## src/rtl/display_mux_ctrl.sv

```systemverilog
// Time-multiplexed digit scheduler for a shared 7-segment decoder, with double-buffered
// digit values committed at frame boundaries. Optional blinking via DISPLAY_MUX_BLINK_EN.
module display_mux_ctrl #(
  parameter int N_DIGITS   = 4,
  parameter int PRESCALE   = 50000,
  parameter int BLANK      = 500,
  parameter int BLINK_LOG2 = 5
) (
  input  logic                  clk,
  input  logic                  reset,
  input  logic                  load,
  input  logic [5*N_DIGITS-1:0] diff_in,
`ifdef DISPLAY_MUX_BLINK_EN
  input  logic [N_DIGITS-1:0]   blink_mask,
`endif
  output logic [3:0]            diff,
  output logic                  sinal,
  output logic [N_DIGITS-1:0]   digit_sel,
  output logic                  frame_done,
  output logic                  load_ack
);

  localparam int CNT_W = $clog2(PRESCALE);
  localparam int IDX_W = $clog2(N_DIGITS);
  localparam logic [CNT_W-1:0] CNT_LAST = CNT_W'(PRESCALE - 1);
  localparam logic [IDX_W-1:0] IDX_LAST = IDX_W'(N_DIGITS - 1);

  if (N_DIGITS < 2 || PRESCALE < 2 || BLANK < 0 || BLANK >= PRESCALE || BLINK_LOG2 < 0) begin : g_param_check
    $error("display_mux_ctrl: illegal parameter combination");
  end

  logic [CNT_W-1:0]      cnt;
  logic [IDX_W-1:0]      idx;
  logic [5*N_DIGITS-1:0] active;
  logic [5*N_DIGITS-1:0] shadow;
  logic                  pending;
  logic                  frame_start;
  logic                  commit;
  logic                  frame_end;
  logic                  visible;
  logic [N_DIGITS-1:0]   onehot;
  logic [N_DIGITS-1:0]   sel_next;
  logic [4:0]            cur;

  assign frame_end = (cnt == CNT_LAST) && (idx == IDX_LAST);
  assign onehot    = {{(N_DIGITS-1){1'b0}}, 1'b1} << idx;
  assign cur       = active[5*idx +: 5];

  if (BLANK == 0) begin : g_no_blank
    assign visible = 1'b1;
  end else begin : g_blank
    assign visible = (cnt >= CNT_W'(BLANK));
  end

`ifdef DISPLAY_MUX_BLINK_EN
  logic [BLINK_LOG2:0] fcnt;

  always_ff @(posedge clk) begin
    if (reset) begin
      fcnt <= '0;
    end else if (frame_end) begin
      fcnt <= fcnt + 1'b1;
    end
  end

  assign sel_next = visible ? (onehot & ~({N_DIGITS{fcnt[BLINK_LOG2]}} & blink_mask)) : '0;
`else
  assign sel_next = visible ? onehot : '0;
`endif

  // frame_start/commit delay the frame-end pulses by one state cycle so that
  // frame_done/load_ack line up with the first output cycle of the new frame.
  always_ff @(posedge clk) begin
    if (reset) begin
      cnt         <= '0;
      idx         <= '0;
      active      <= '0;
      shadow      <= '0;
      pending     <= 1'b0;
      frame_start <= 1'b0;
      commit      <= 1'b0;
      digit_sel   <= '0;
      diff        <= '0;
      sinal       <= 1'b0;
      frame_done  <= 1'b0;
      load_ack    <= 1'b0;
    end else begin
      if (cnt == CNT_LAST) begin
        cnt <= '0;
        idx <= (idx == IDX_LAST) ? '0 : idx + 1'b1;
      end else begin
        cnt <= cnt + 1'b1;
      end

      if (frame_end) begin
        if (load) begin
          active <= diff_in;
        end else if (pending) begin
          active <= shadow;
        end
        pending     <= 1'b0;
        frame_start <= 1'b1;
        commit      <= load | pending;
      end else begin
        if (load) begin
          shadow  <= diff_in;
          pending <= 1'b1;
        end
        frame_start <= 1'b0;
        commit      <= 1'b0;
      end

      digit_sel     <= sel_next;
      {sinal, diff} <= cur;
      frame_done    <= frame_start;
      load_ack      <= commit;
    end
  end

endmodule

```

## config.mk

```make
export PLATFORM = sky130hd
export DESIGN_NAME = display_mux_ctrl
export DESIGN_NICKNAME = d
export VERILOG_FILES = /design/src/rtl/display_mux_ctrl.sv
export SDC_FILE = /design/constraint.sdc
export NUM_CORES = 1
export LEC_CHECK = 0
export ABC_AREA = 1
export CORE_AREA = 4 4 83 85
export DETAILED_ROUTE_END_ITERATION = 10
export DIE_AREA = 0 0 87 89
export GPL_TIMING_DRIVEN = 0
export MAX_ROUTING_LAYER = met4
export PLACE_DENSITY = 0.75
export SLEW_MARGIN = 5
export SYNTH_ARGS = -nofsm -noshare
export SYNTH_HDL_FRONTEND = slang
export SYNTH_SLANG_ARGS = --single-unit
export TNS_END_PERCENT = 20
```

## constraint.sdc

```tcl
create_clock -name clk -period 1.81 [get_ports clk]
set_input_delay 0.4525 -clock clk [delete_from_list [all_inputs] [get_ports clk]]
set_output_delay 0.4525 -clock clk [all_outputs]
set_load 0.05 [all_outputs]
```

==> out/qor.yml <==
period_needed_ns: 1.64
place.gp.congestion: 0.864
startpoint_type: "register"
critPathSlowestCell: "nor3_1"
layout-drive-gt1-share_pct: 7.89
antenna_found_initial: 0
ys_seq_area_share_pct: 41.9
die-area_um2: 7740
p_clk_share_pct: 45.4
min-delay-start: "frame_start"
rr_worst_depth: 5
fillers: 555
cp_slowest_stage_delay_ns: 0.46
fin_crit_sh_pct: 90.6
criticalPathCategory: "reg2reg"
clkTransAtPathRegs_ns: 0.08
grt_usage_pct: 22.3
first_global_vias: 2935
synth.ff_latch_count: 72
status: "finished, final reports clean"
root_buffer: "clkbuf_8"
critPathLaunch: "cnt[1]"
routedWlPerCell_um: 12.8
drv_cap: 0
r2r-start: "cnt[1]"
arrival_ns: 1.92
internal_power_mw: 2.70
fin_nets: 566
final_common_cell: "nor2_1"
start_util_pct: 55.4
crit_chain: "ha_2 > nand3_2 > nor3_1 > nand3_1 > a21oi_1"
avgSynthCellArea_um2: 6.92
hold_viol: 0
hold_depth: 2
hold_buffers: 0
crit_required_ns: 2.09
ant_nets: 0
tightest_slew_ns: 0.546
grt_max_degree: 14
clock_latency_ns: 0.35
final_cell_mix: "109 x nor2_1, 89 x nand2_1, 71 x dfxtp_1"
swShare_pct: 22.9
end_kind: "register"
power_density_nw_per_um2: 853
pwr-share-seq_pct: 46.9
fp.dieW_um: 87
ys_warn_count: 0
syn_to_final_growth_pct: 19.5
hpwl_um: 5690
diodes: 0
finalWirelength_um: 7990
cp.buffers_inverters: 0
peakVddDrop_v: 0.000518
maxSlewHeadroom_pct: 63.3
htree_levels: 3
crit_fanout: 5
min_path_type: "reg2reg"
whs_ns: 0.415
leakagePower_nw: 1.68
detail_route.first_pass.iterations: 5
r2r_slack_ns: 0.17
fin_ws_ns: 0.171
p_total_mw: 3.50
cp.depth: 5
rsz0062_at_grt: "false"
cp_top_family: "simple AND/OR/NAND/NOR gates"
dp_slack_ns: -0.0488
synthCells: 497
numCtsBuffers: 9
grt.overflow.total: 0
cts_tree: "built"
clock_tree.buffer_depth: 2
rows: 29
vias: 3275
power_switching_mw: 0.802
p_comb_share_pct: 7.7
die_h_um: 89
port_buffers: 32
core_area_um2: 6200
clock-skew-final_ns: 0.00694
grt_pass1_wl_um: 13300
synth_cell_types: 27
vias_per_cell: 5.27
clock.fmax_mhz: 610
drtIter0Drc: 173
synth.cell_area_um2: 3440
numClockSinks: 72
setup_viol: 0
post_cts_buffers: 0
pin_count: 34
maxSlewViolCount: 0
syn-num-nets: 523
drc: 0
[cell type report]
cell class              count  area [um2]  share of cell area [%]
multi-input cells         350        1690                    41.2
plain buffers              30         148                    3.59
clock buffers              10         138                    3.35
inverters                  45         169                    4.11
repair buffers             32         307                    7.46
flip-flops and latches     72        1440                    35.1
well taps                  77        96.3                    2.35
clock inverters             6         115                    2.80
[timing repair]
item,CTS,global route
cloned,0,0
endpoints found under the setup margin,11,28
gates resized for setup,11,4
[flip-flops by register name (all words and copies together), names as in the netlist, 2 cells and up]
signal and flops:
active 20, shadow 20, cnt 16, diff 4
digit_sel 4, idx 2
[metal layers]
layer,wire [um],global-route usage (%)
met1,3570,27.2
met2,3840,36.2
met3,402,3.87
met4,178,9.92
met5,0,-
[worst register-to-register path, delay by kind of cell (launching register included)]
family / cells / cell delay, ns
AO/OA/AOI/OAI: 1 / 0.21
adder cells (fa/ha/maj): 1 / 0.21
flip-flops: 1 / 0.36
AND/OR/NAND/NOR: 3 / 0.78
[cells in the mapped netlist (all sizes together)]
cell	number	area, um2
o21a	20	150
a21oi	33	165
inv	44	165
nand4	25	156
o31ai	1	7.51
o21ai	12	60.1
clkbuf	19	71.3
nor2	117	469
nand3	32	178
buf	11	76.3
ha	3	37.5
nand2	91	347
xnor2	1	8.76
dfxtp	72	1440
clkinv	1	3.75
nor3	7	35.0
nor3b	1	7.51
or2	1	6.26
xor2	6	52.6
[kinds of logic after synthesis]
group | after synthesis | share of synthesized area (%)
simple gates | 274 | 34.9
buf+inv | 75 | 9.21
flops | 72 | 41.9
compound gates | 66 | 11.1
xor+xnor | 7 | 1.78
fa+ha+maj | 3 | 1.09
[through the flow]
stage | instance area (um2) | util, % | cells | setup TNS, ns
4_1_cts | 4090 | 66.0 | 622 | 0
3_3_place_gp | 3850 | 62.1 | 606 | -0.792
3_5_place_dp | 3850 | 62.1 | 606 | -0.850
6_report | 4110 | 66.2 | 622 | 0
2_1_floorplan | 3440 | - | 497 | 0
5_1_grt | 4110 | 66.2 | 622 | 0
[worst paths after layout]
kind | end
worst max register to register | cnt[12]
worst min register to register | frame_done
worst max-delay path | cnt[12]
worst min-delay path | frame_done
[power groups by stage]
stage	clock [mW]	sequential, mW	combinational (mW)
after global placement	0	1.68	0.259
after CTS	1.61	1.64	0.267
after detailed placement	0	1.68	0.264
after global routing	1.68	1.65	0.301
after floorplan	0	1.67	0.174
final	1.59	1.64	0.270
Power figures use the tool's default switching activity.
